## config.mk

```make
export PLATFORM = sky130hd
export DESIGN_NAME = mem_port_arbiter_flat
export DESIGN_NICKNAME = d
export VERILOG_FILES = /design/src/rtl/mem_port_arbiter_if.sv /design/src/rtl/mem_port_arbiter.sv /design/src/flat_wrapper.sv
export SDC_FILE = /design/constraint.sdc
export NUM_CORES = 1
export LEC_CHECK = 0
export CAP_MARGIN = 0
export CELL_PAD_IN_SITES_DETAIL_PLACEMENT = 0
export CELL_PAD_IN_SITES_GLOBAL_PLACEMENT = 1
export CORE_MARGIN = 2
export CORE_UTILIZATION = 33
export DETAILED_ROUTE_END_ITERATION = 8
export PLACE_DENSITY_LB_ADDON = 0.12
export SYNTH_ARGS = -nofsm -noshare
export SYNTH_HDL_FRONTEND = slang
export SYNTH_SLANG_ARGS = --single-unit
```

## constraint.sdc

```tcl
create_clock -name m_clk -period 2.2 [get_ports m_clk]
set_input_delay 0.55 -clock m_clk [delete_from_list [all_inputs] [get_ports m_clk]]
set_output_delay 0.55 -clock m_clk [all_outputs]
set_load 0.02 [all_outputs]
```

## src/rtl/mem_port_arbiter_if.sv

```systemverilog
// Bus bundle between the fetch/data requesters, the shared memory and the arbiter.
// The slave modport is the arbiter's view; master is the surrounding datapath/memory.
interface mem_port_arbiter_if #(
    parameter int AWIDTH = 32,
    parameter int DWIDTH = 32
);
    logic              m_i_if_req;
    logic [AWIDTH-1:0] m_i_if_addr;
    logic              m_o_if_ack;
    logic [DWIDTH-1:0] m_o_if_rdata;
    logic              m_o_if_stall;
    logic              m_i_ds_req;
    logic              m_i_ds_we;
    logic [AWIDTH-1:0] m_i_ds_addr;
    logic [DWIDTH-1:0] m_i_ds_wdata;
    logic              m_o_ds_ack;
    logic [DWIDTH-1:0] m_o_ds_rdata;
    logic              m_o_mem_en;
    logic              m_o_mem_we;
    logic [AWIDTH-1:0] m_o_mem_addr;
    logic [DWIDTH-1:0] m_o_mem_wdata;
    logic [DWIDTH-1:0] m_i_mem_rdata;
    logic              m_o_busy;

    modport slave (
        input  m_i_if_req, m_i_if_addr, m_i_ds_req, m_i_ds_we, m_i_ds_addr,
               m_i_ds_wdata, m_i_mem_rdata,
        output m_o_if_ack, m_o_if_rdata, m_o_if_stall, m_o_ds_ack, m_o_ds_rdata,
               m_o_mem_en, m_o_mem_we, m_o_mem_addr, m_o_mem_wdata, m_o_busy
    );

    modport master (
        output m_i_if_req, m_i_if_addr, m_i_ds_req, m_i_ds_we, m_i_ds_addr,
               m_i_ds_wdata, m_i_mem_rdata,
        input  m_o_if_ack, m_o_if_rdata, m_o_if_stall, m_o_ds_ack, m_o_ds_rdata,
               m_o_mem_en, m_o_mem_we, m_o_mem_addr, m_o_mem_wdata, m_o_busy
    );
endinterface

```

## src/rtl/mem_port_arbiter.sv

```systemverilog
// Shares one single-port memory between instruction fetch and data access:
// data has priority, fetch is forced after STARVE_LIMIT consecutive data wins.
module mem_port_arbiter #(
    parameter int AWIDTH       = 32,
    parameter int DWIDTH       = 32,
    parameter int MEM_LATENCY  = 2,
    parameter int STARVE_LIMIT = 4
) (
    input  logic                m_clk,
    input  logic                m_rst,
    mem_port_arbiter_if.slave   bus
);
    typedef enum logic [1:0] {
        ST_IDLE  = 2'd0,
        ST_ISSUE = 2'd1,
        ST_WAIT  = 2'd2,
        ST_RESP  = 2'd3
    } state_t;

    typedef enum logic {
        OWN_FETCH = 1'b0,
        OWN_DATA  = 1'b1
    } owner_t;

    localparam logic [3:0] LAT_LOAD   = 4'(MEM_LATENCY - 1);
    localparam logic [3:0] STARVE_MAX = 4'(STARVE_LIMIT);

    state_t            state_r, state_s;
    owner_t            owner_r, owner_s;
    logic [3:0]        lat_cnt_r, lat_cnt_s;
    logic [3:0]        starve_cnt_r, starve_cnt_s;
    logic              if_ack_r, if_ack_s;
    logic              ds_ack_r, ds_ack_s;
    logic [DWIDTH-1:0] if_rdata_r, if_rdata_s;
    logic [DWIDTH-1:0] ds_rdata_r, ds_rdata_s;
    logic              mem_en_r, mem_en_s;
    logic              mem_we_r, mem_we_s;
    logic [AWIDTH-1:0] mem_addr_r, mem_addr_s;
    logic [DWIDTH-1:0] mem_wdata_r, mem_wdata_s;
    logic              grant_data_s;

    // Next-state, arbitration and next-value logic for every register.
    always_comb begin
        state_s      = state_r;
        owner_s      = owner_r;
        lat_cnt_s    = lat_cnt_r;
        starve_cnt_s = starve_cnt_r;
        if_ack_s     = 1'b0;
        ds_ack_s     = 1'b0;
        if_rdata_s   = if_rdata_r;
        ds_rdata_s   = ds_rdata_r;
        mem_en_s     = 1'b0;
        mem_we_s     = mem_we_r;
        mem_addr_s   = mem_addr_r;
        mem_wdata_s  = mem_wdata_r;
        grant_data_s = 1'b0;

        case (state_r)
            ST_IDLE: begin
                if (bus.m_i_if_req || bus.m_i_ds_req) begin
                    // Command registers are loaded here so mem_en is a clean flop output in ISSUE.
                    grant_data_s = bus.m_i_ds_req &&
                                   !(bus.m_i_if_req && (starve_cnt_r == STARVE_MAX));
                    mem_en_s     = 1'b1;
                    state_s      = ST_ISSUE;
                    if (grant_data_s) begin
                        owner_s     = OWN_DATA;
                        mem_we_s    = bus.m_i_ds_we;
                        mem_addr_s  = bus.m_i_ds_addr;
                        mem_wdata_s = bus.m_i_ds_wdata;
                        if (bus.m_i_if_req && (starve_cnt_r != STARVE_MAX)) begin
                            starve_cnt_s = starve_cnt_r + 4'd1;
                        end else begin
                            starve_cnt_s = starve_cnt_r;
                        end
                    end else begin
                        owner_s      = OWN_FETCH;
                        mem_we_s     = 1'b0;
                        mem_addr_s   = bus.m_i_if_addr;
                        mem_wdata_s  = {DWIDTH{1'b0}};
                        starve_cnt_s = 4'd0;
                    end
                end else begin
                    state_s = ST_IDLE;
                end
            end
            ST_ISSUE: begin
                lat_cnt_s = LAT_LOAD;
                state_s   = ST_WAIT;
            end
            ST_WAIT: begin
                if (lat_cnt_r != 4'd0) begin
                    lat_cnt_s = lat_cnt_r - 4'd1;
                end else begin
                    state_s = ST_RESP;
                    if (!mem_we_r && (owner_r == OWN_DATA)) begin
                        ds_rdata_s = bus.m_i_mem_rdata;
                    end else if (!mem_we_r) begin
                        if_rdata_s = bus.m_i_mem_rdata;
                    end else begin
                        ds_rdata_s = ds_rdata_r;
                    end
                    if (owner_r == OWN_DATA) begin
                        ds_ack_s = 1'b1;
                    end else begin
                        if_ack_s = 1'b1;
                    end
                end
            end
            ST_RESP: begin
                state_s = ST_IDLE;
            end
            default: begin
                state_s = ST_IDLE;
            end
        endcase
    end

    // State and output registers with synchronous active-low reset.
    always_ff @(posedge m_clk) begin
        if (!m_rst) begin
            state_r      <= ST_IDLE;
            owner_r      <= OWN_FETCH;
            lat_cnt_r    <= 4'd0;
            starve_cnt_r <= 4'd0;
            if_ack_r     <= 1'b0;
            ds_ack_r     <= 1'b0;
            if_rdata_r   <= {DWIDTH{1'b0}};
            ds_rdata_r   <= {DWIDTH{1'b0}};
            mem_en_r     <= 1'b0;
            mem_we_r     <= 1'b0;
            mem_addr_r   <= {AWIDTH{1'b0}};
            mem_wdata_r  <= {DWIDTH{1'b0}};
        end else begin
            state_r      <= state_s;
            owner_r      <= owner_s;
            lat_cnt_r    <= lat_cnt_s;
            starve_cnt_r <= starve_cnt_s;
            if_ack_r     <= if_ack_s;
            ds_ack_r     <= ds_ack_s;
            if_rdata_r   <= if_rdata_s;
            ds_rdata_r   <= ds_rdata_s;
            mem_en_r     <= mem_en_s;
            mem_we_r     <= mem_we_s;
            mem_addr_r   <= mem_addr_s;
            mem_wdata_r  <= mem_wdata_s;
        end
    end

    assign bus.m_o_if_ack    = if_ack_r;
    assign bus.m_o_if_rdata  = if_rdata_r;
    assign bus.m_o_ds_ack    = ds_ack_r;
    assign bus.m_o_ds_rdata  = ds_rdata_r;
    assign bus.m_o_mem_en    = mem_en_r;
    assign bus.m_o_mem_we    = mem_we_r;
    assign bus.m_o_mem_addr  = mem_addr_r;
    assign bus.m_o_mem_wdata = mem_wdata_r;
    assign bus.m_o_busy      = (state_r != ST_IDLE);
    // Stall drops in the ack cycle so the PC can advance with the returned word.
    assign bus.m_o_if_stall  = bus.m_i_if_req & ~if_ack_r;
endmodule

```

## src/flat_wrapper.sv

```systemverilog
// flat-port wrapper written by rule: the top's interface ports become plain ports
module mem_port_arbiter_flat 
#(
    parameter int AWIDTH       = 32,
    parameter int DWIDTH       = 32,
    parameter int MEM_LATENCY  = 2,
    parameter int STARVE_LIMIT = 4
)
  (m_clk, m_rst, bus_m_i_if_req, bus_m_i_if_addr, bus_m_i_ds_req, bus_m_i_ds_we, bus_m_i_ds_addr, bus_m_i_ds_wdata, bus_m_i_mem_rdata, bus_m_o_if_ack, bus_m_o_if_rdata, bus_m_o_if_stall, bus_m_o_ds_ack, bus_m_o_ds_rdata, bus_m_o_mem_en, bus_m_o_mem_we, bus_m_o_mem_addr, bus_m_o_mem_wdata, bus_m_o_busy);
  mem_port_arbiter_if #(.AWIDTH(AWIDTH), .DWIDTH(DWIDTH)) bus_i ();
  input  logic m_clk;
  input  logic m_rst;
  input wire logic [$bits(bus_i.m_i_if_req)-1:0] bus_m_i_if_req;
  input wire logic [$bits(bus_i.m_i_if_addr)-1:0] bus_m_i_if_addr;
  input wire logic [$bits(bus_i.m_i_ds_req)-1:0] bus_m_i_ds_req;
  input wire logic [$bits(bus_i.m_i_ds_we)-1:0] bus_m_i_ds_we;
  input wire logic [$bits(bus_i.m_i_ds_addr)-1:0] bus_m_i_ds_addr;
  input wire logic [$bits(bus_i.m_i_ds_wdata)-1:0] bus_m_i_ds_wdata;
  input wire logic [$bits(bus_i.m_i_mem_rdata)-1:0] bus_m_i_mem_rdata;
  output wire logic [$bits(bus_i.m_o_if_ack)-1:0] bus_m_o_if_ack;
  output wire logic [$bits(bus_i.m_o_if_rdata)-1:0] bus_m_o_if_rdata;
  output wire logic [$bits(bus_i.m_o_if_stall)-1:0] bus_m_o_if_stall;
  output wire logic [$bits(bus_i.m_o_ds_ack)-1:0] bus_m_o_ds_ack;
  output wire logic [$bits(bus_i.m_o_ds_rdata)-1:0] bus_m_o_ds_rdata;
  output wire logic [$bits(bus_i.m_o_mem_en)-1:0] bus_m_o_mem_en;
  output wire logic [$bits(bus_i.m_o_mem_we)-1:0] bus_m_o_mem_we;
  output wire logic [$bits(bus_i.m_o_mem_addr)-1:0] bus_m_o_mem_addr;
  output wire logic [$bits(bus_i.m_o_mem_wdata)-1:0] bus_m_o_mem_wdata;
  output wire logic [$bits(bus_i.m_o_busy)-1:0] bus_m_o_busy;
  assign bus_i.m_i_if_req = bus_m_i_if_req;
  assign bus_i.m_i_if_addr = bus_m_i_if_addr;
  assign bus_i.m_i_ds_req = bus_m_i_ds_req;
  assign bus_i.m_i_ds_we = bus_m_i_ds_we;
  assign bus_i.m_i_ds_addr = bus_m_i_ds_addr;
  assign bus_i.m_i_ds_wdata = bus_m_i_ds_wdata;
  assign bus_i.m_i_mem_rdata = bus_m_i_mem_rdata;
  assign bus_m_o_if_ack = bus_i.m_o_if_ack;
  assign bus_m_o_if_rdata = bus_i.m_o_if_rdata;
  assign bus_m_o_if_stall = bus_i.m_o_if_stall;
  assign bus_m_o_ds_ack = bus_i.m_o_ds_ack;
  assign bus_m_o_ds_rdata = bus_i.m_o_ds_rdata;
  assign bus_m_o_mem_en = bus_i.m_o_mem_en;
  assign bus_m_o_mem_we = bus_i.m_o_mem_we;
  assign bus_m_o_mem_addr = bus_i.m_o_mem_addr;
  assign bus_m_o_mem_wdata = bus_i.m_o_mem_wdata;
  assign bus_m_o_busy = bus_i.m_o_busy;
  mem_port_arbiter #(.AWIDTH(AWIDTH), .DWIDTH(DWIDTH), .MEM_LATENCY(MEM_LATENCY), .STARVE_LIMIT(STARVE_LIMIT)) u_core (.m_clk(m_clk), .m_rst(m_rst), .bus(bus_i));
endmodule
```

==> flow_summary_export.csv, run 1 <==
group,metric,value,unit
sta,timing.final.crit_share,92.87,%
clock_network,tritoncts,"built",
power,power.total,10340,µW
synthesis,synthTopCellsByArea,"dfxtp_1 47%, mux2i_1 11%, nand2_1 8.3%",
synthesis,synth_top_area_cell,"dfxtp_1",
clock_network,cts_buffer_depth,2,
setup_path,crit_path_top_delay_cell,"dfxtp_1",
synthesis,synth-seq-cells,143,
setup_path,cp_common_cell,"inv_1",
clock_network,cts_root_buf,"clkbuf_16",
synthesis,seq_area_frac_synth,47.00,%
finish,fin_nets,1054,
sta,min_period,2.043,ns
detailed_routing,drc,0,
grt,grt_pass1_vias,5687,
die,die_width,139.9,µm
setup_path,critPathTopFamily,"buffers and inverters",
synthesis,synthCells,665,
sta,slew_headroom,66.49,%
sta,finClkSkew,0.01015,ns
detailed_routing,wire_per_inst,15.98,µm
placed_design,io_buffers,266,
placed_design,place_congestion,0.7916,
clock_network,numClockSinks,143,
grt,track_usage,18.63,%
detailed_routing,drt_iter0_drc,207,
sta,setup_slack,0.1570,ns
die,die_h,139.9,µm
synthesis,synthArstFlopShare,0,%
sta,grt_setup_unrepaired,"no",
placed_design,place_area,8975,µm²
power,irDropWorstVdd,751.9,µV
finish,area_growth,56.66,%
clock_network,ctsResizeCount,3,
setup_path,arrival,1.49,ns
synthesis,ys_warn_count,0,
power,p_leak,0.003829,µW
synthesis,netlist_area,6091,µm²
placed_design,dp_slack,-0.2985,ns
power,powerDensity,1083,nW/µm²
detailed_routing,dr_total_vias,5627,
setup_path,slowest_delay,0.35,ns
grt,grt_pass1_wl,29370,µm
detailed_routing,ant_nets,0,
die,die_area,19560,µm²
min_path,min_path_type,"reg2reg",
setup_path,worst-path-max-fanout,3,
finish,fin_area,9542,µm²
synthesis,synth.most_common_cell,"dfxtp_1",
synthesis,synthDistinctLibCells,39,
synthesis,synth_edf_count,0,
run_status,status,"finished clean",
sta,worst_pin_slew,0.5026,ns
finish,num_antenna_cells,0,
clock_network,cts_buffers,17,
placed_design,dp_hpwl,13160,µm
die,initial_core_util,33.79,%
clock_network,htreeDepth,4,
sta,fmax,489.5,MHz
clock_network,post_cts_buffers,0,
grt,grt_max_degree,73,
setup_path,worstSetupPathType,"reg2out",
die,rows,49,
synthesis,synth_ff_type,"dfxtp_1",
die,ios,267,
die,coreArea,18020,µm²
setup_path,critical_path.startpoint_type,"flop",
detailed_routing,first_pass_iters,5,
sta,slew_violations,0,
synthesis,avgSynthCellArea,9.159,µm²
sta,fin_tns_setup,0,ns
detailed_routing,via_per_inst,4.872,
setup_path,worstSetupEndpointType,"primary output",
setup_path,path_cells,"inv_1, ha_1, inv_1, dlygate4sd2_1",
sta,hold_viol,0,
run,maxCapViolations,0,
sta,setup-violations-final,0,
synthesis,synth_top_cell_area_share,47.00,%
detailed_routing,wirelength,18460,µm
setup_path,crit_buf_inv,3,
clock_network,holdBufCountCts,0,
synthesis,syn_nets,806,
synthesis,netlist_top_cells_count,"143 x dfxtp_1, 135 x nand2_1, 64 x mux2i_1, 64 x o21ai_0, 38 x nand3_1",
grt,overflow,0,
clock_network,clock_latency,0.42,ns
clock_network,clkTransAtPathRegs,0.06,ns
setup_path,critPathRequiredTime,1.65,ns
finish,final_layout_size_suffix_gt1_share,10.37,%
grt,grt_antenna_before_repair,0,
-- worst reg2reg max path: stages, from the launching register on --
cell	delay, ns
dfxtp_1	0.35
inv_1	0.09
ha_1	0.22
and4bb_2	0.29
nand3b_2	0.11
buf_4	0.28
mux2i_1	0.26
-- flip-flops by register name, indices dropped and copies added (netlist names) --
register and cells:
u_core.bus.m_o_ds_ack 1, u_core.bus.m_o_mem_wdata 32, u_core.lat_cnt_r 4, u_core.bus.m_o_ds_rdata 32, u_core.starve_cnt_r 4, u_core.owner_r 1
u_core.bus.m_o_mem_addr 32, u_core.bus.m_o_if_ack 1, u_core.bus.m_o_mem_we 1, u_core.bus.m_o_if_rdata 32, u_core.state_r 2, u_core.bus.m_o_mem_en 1
-- routing by layer --
metal | GRT usage [%] | routed length, µm | vias up
met5 | 0 | 0 | -
met4 | 5.947 | 364 | 0
met3 | 8.534 | 1862 | 25
met2 | 30.55 | 8676 | 200
met1 | 21.72 | 7558 | 2594
li1 | - | - | 2808
-- cell type report --
class | count | area [µm²]
fill | 1630 | 8483
timing repair buffer | 290 | 2938
sequential | 143 | 2863
tap | 229 | 286.5
clock buffer | 18 | 439.2
clock inverter | 14 | 133.9
multi-input combinational | 453 | 2851
inverter | 8 | 30.03
-- kinds of logic (layout without fill, tap and decap cells) --
group                      count (synthesis)  in the layout  synth area share (%)
adders and majority gates                  8              8                 1.643
muxes                                     64             64                 10.52
and+or+nand+nor                          232            232                 16.68
DFF                                      143            143                 47.00
buffers and inverters                     69            330                 6.204
AOI/OAI and AO/OA                        149            149                 17.95
-- final timing paths --
check / startpoint / endpoint / slack, ns / depth (start not counted)
worst min register to register: u_core.bus.m_o_if_rdata[7] / u_core.bus.m_o_if_rdata[7] / 0.46 / 2
worst max-delay path: u_core.state_r[0] / bus_m_o_busy / 0.16 / 4
worst max register to register: u_core.state_r[0] / u_core.bus.m_o_ds_rdata[25] / 0.50 / 6
worst min-delay path: u_core.bus.m_o_if_rdata[7] / u_core.bus.m_o_if_rdata[7] / 0.46 / 2
-- report_power, final --
| part | internal [µW] | leakage [µW] | switching, µW | total [µW] |
|---|---|---|---|---|
| logic | 1900 | 0.00240 | 2250 | 4160 |
| clock network | 1600 | 0.000266 | 1190 | 2790 |
| registers | 3110 | 0.00117 | 279 | 3390 |
-- layout by cell type (no fill, tap or decap), types with 2 or more instances in the layout --
master,synthesis,final
nand4_1,2,2
a211oi_1,34,34
a211o_1,2,2
nand3_1,38,38
inv_1,8,8
ha_1,8,8
clkinv_4,0,3
a211oi_2,30,30
clkdlybuf4s50_1,0,263
o21ai_0,64,64
a21oi_1,8,8
clkinvlp_4,0,5
nor2_1,37,37
nand4b_1,3,3
inv_6,0,4
o21ai_1,4,4
nand2_1,135,135
buf_12,3,8
mux2i_1,64,64
clkbuf_16,0,17
nor4_1,2,2
buf_4,5,16
and3_1,2,2
dfxtp_1,143,143
nor2b_1,2,2
o21a_1,2,2
-- per-stage QoR --
| step | cells | hold WS [ns] | util [%] |
|---|---|---|---|
| finish | 1155 | 0.4598 | 52.94 |
| floorplan | 665 | 0.4440 | - |
| CTS | 1155 | 0.4645 | 52.96 |
| detailed placement | 1123 | 0.4534 | 49.79 |
| global route | 1155 | 0.4823 | 52.94 |
| global placement | 1123 | 0.4441 | 49.79 |
Power figures use the tool's default switching activity.
==> run 2, diff against run 1 <==
--- a/config.mk
+++ b/config.mk
@@ -8,7 +8,7 @@
 export CAP_MARGIN = 0
 export CELL_PAD_IN_SITES_DETAIL_PLACEMENT = 0
 export CELL_PAD_IN_SITES_GLOBAL_PLACEMENT = 1
-export CORE_MARGIN = 2
+export CORE_MARGIN = 3
 export CORE_UTILIZATION = 33
 export DETAILED_ROUTE_END_ITERATION = 8
 export PLACE_DENSITY_LB_ADDON = 0.12
==> run 2 against run 1 <==
  * Via count is 1.3% higher
  * Count of clock-buffer cells in the layout grew 1
  * Clock power increased by 8.2%
  * Sequential power barely moved
  * Cell area rose by 0.45%
  * Fmax is 3.6% lower
  * Core utilization rose by 0.24 points
  * Combinational power about the same
  * Register-to-register slack better by 0.05 ns
  * Sequential cell count is the same
  * Final cell count fell by 0.26%
  * Critical path depth shrank 1
==> flow_summary_export.csv, run 2 (same netlist as run 1, synthesis figures left out) <==
group,metric,value,unit
setup_path,reg2reg_to,"u_core.state_r[0]",
clock_network,tritoncts,"built",
sta,min_period,2.118,ns
setup_path,crit_path_top_delay_cell,"clkdlybuf4s50_1",
min_path,hold_end,"u_core.bus.m_o_mem_wdata[22]",
min_path,hold_start,"u_core.bus.m_o_mem_wdata[22]",
die,die_h,141.9,µm
grt,track_usage,18.48,%
detailed_routing,dr_total_vias,5702,
run_status,status,"finished clean",
min_path,holdPathStages,2,
grt,grt_pass1_wl,29950,µm
placed_design,dp_slack,-0.2736,ns
sta,slew_violations,0,
setup_path,r2r_start,"u_core.lat_cnt_r[0]",
finish,fin_area,9584,µm²
clock_network,clock_latency,0.41,ns
clock_network,clkTransAtPathRegs,0.06,ns
sta,slew_headroom,71.21,%
power,powerDensity,1101,nW/µm²
detailed_routing,ant_nets,0,
grt,grt_antenna_before_repair,1,
detailed_routing,drt_iter0_drc,191,
setup_path,worst-path-max-fanout,2,
clock_network,holdBufCountCts,0,
clock_network,ctsResizeCount,2,
clock_network,cts_buffers,17,
placed_design,dp_hpwl,13430,µm
setup_path,arrival,1.57,ns
finish,fin_nets,1051,
detailed_routing,wirelength,18770,µm
grt,overflow,0,
setup_path,path_cells,"clkdlybuf4s50_1, nor2b_1, clkdlybuf4s15_1",
die,die_area,20120,µm²
die,coreArea,18020,µm²
finish,mostFrequentLayoutCells,"263 x clkdlybuf4s50_1, 143 x dfxtp_1, 135 x nand2_1",
setup_path,r2r_slack,0.55,ns
setup_path,worstSetupEndpointType,"primary output",
sta,finClkSkew,0.01012,ns
setup_path,reg2reg_depth,5,
sta,setup-violations-final,0,
placed_design,place_area,8965,µm²
die,rows,49,
power,p_clk_share,28.6,%
power,p_leak,0.003854,µW
finish,final_layout_size_suffix_gt1_share,9.859,%
power,p_int,6827,µW
finish,final_common_cell,"clkdlybuf4s50_1",
die,die_width,141.9,µm
detailed_routing,first_pass_iters,4,
run,maxCapViolations,0,
clock_network,post_cts_buffers,0,
finish,fin_util,53.17,%
setup_path,critical_path.startpoint_type,"primary input",
finish,num_antenna_cells,0,
placed_design,io_buffers,266,
clock_network,cts_root_buf,"clkbuf_16",
sta,whs,0.4544,ns
setup_path,slowest_delay,0.53,ns
detailed_routing,via_per_inst,4.950,
power,power_switching_share,35.32,%
power,p_switching,3729,µW
finish,area_growth,57.35,%
power,seqPwrFrac,32.2,%
setup_path,worstSetupPathType,"in2out",
power,power_frac_comb,39.2,%
detailed_routing,wire_per_inst,16.29,µm
sta,hold_viol,0,
die,ios,267,
sta,fin_tns_setup,0,ns
setup_path,critPathRequiredTime,1.65,ns
sta,timing.final.crit_share,96.29,%
sta,fmax,472.1,MHz
grt,grt_pass1_vias,5818,
detailed_routing,drc,0,
sta,worst_pin_slew,0.4318,ns
sta,setup_slack,0.08168,ns
die,initial_core_util,33.79,%
clock_network,numClockSinks,143,
sta,grt_setup_unrepaired,"no",
clock_network,cts_buffer_depth,2,
grt,grt_max_degree,107,
clock_network,htreeDepth,4,
min_path,min_path_type,"reg2reg",
placed_design,place_congestion,0.7801,
power,irDropWorstVdd,587.5,µV
==> run 2: cell type report <==
type / count / area, µm²
fillers: 1577 / 8441
repair buffers: 287 / 2933
flip-flops and latches: 143 / 2863
multi-input cells: 453 / 2851
clock buffers: 19 / 442.9
well taps: 229 / 286.5
clock inverters: 13 / 177.7
inverters: 8 / 30.03
==> run 2: stage by stage <==
stage | cells | power, µW
after detailed placement | 1120 | 7610
after global placement | 1120 | 7519
after floorplan | 665 | 5774
after global routing | 1152 | 11140
final | 1152 | 10560
after CTS | 1152 | 10690
==> run 2: worst max-delay path by stage <==
stage | endpoint | start
after detailed placement | bus_m_o_if_stall | bus_m_i_if_req
after floorplan | bus_m_o_if_stall | bus_m_i_if_req
after CTS | bus_m_o_if_stall | bus_m_i_if_req
after global placement | bus_m_o_if_stall | bus_m_i_if_req
final | bus_m_o_if_stall | bus_m_i_if_req
after global routing | bus_m_o_if_stall | bus_m_i_if_req
==> run 2: power groups by stage <==
stage	Clock [µW]	Combinational [µW]	Sequential [µW]
final	3020	4140	3400
after global routing	3240	4440	3460
after CTS	3120	4170	3390
after detailed placement	0	4180	3430
after global placement	0	4100	3420
after floorplan	0	1790	3980
==> run 2: worst max-delay path: cells and delay by family <==
kind	cells	cell delay, ns
buf+inv	2	0.84
simple gates	1	0.17
==> run 2: per-layer routing <==
layer,up-vias,track usage (%),wire length (µm)
li1,2802,-,-
met2,196,31.08,9154
met5,-,0,13
met1,2686,21.54,7735
met3,16,7.651,1657
met4,2,5.505,210
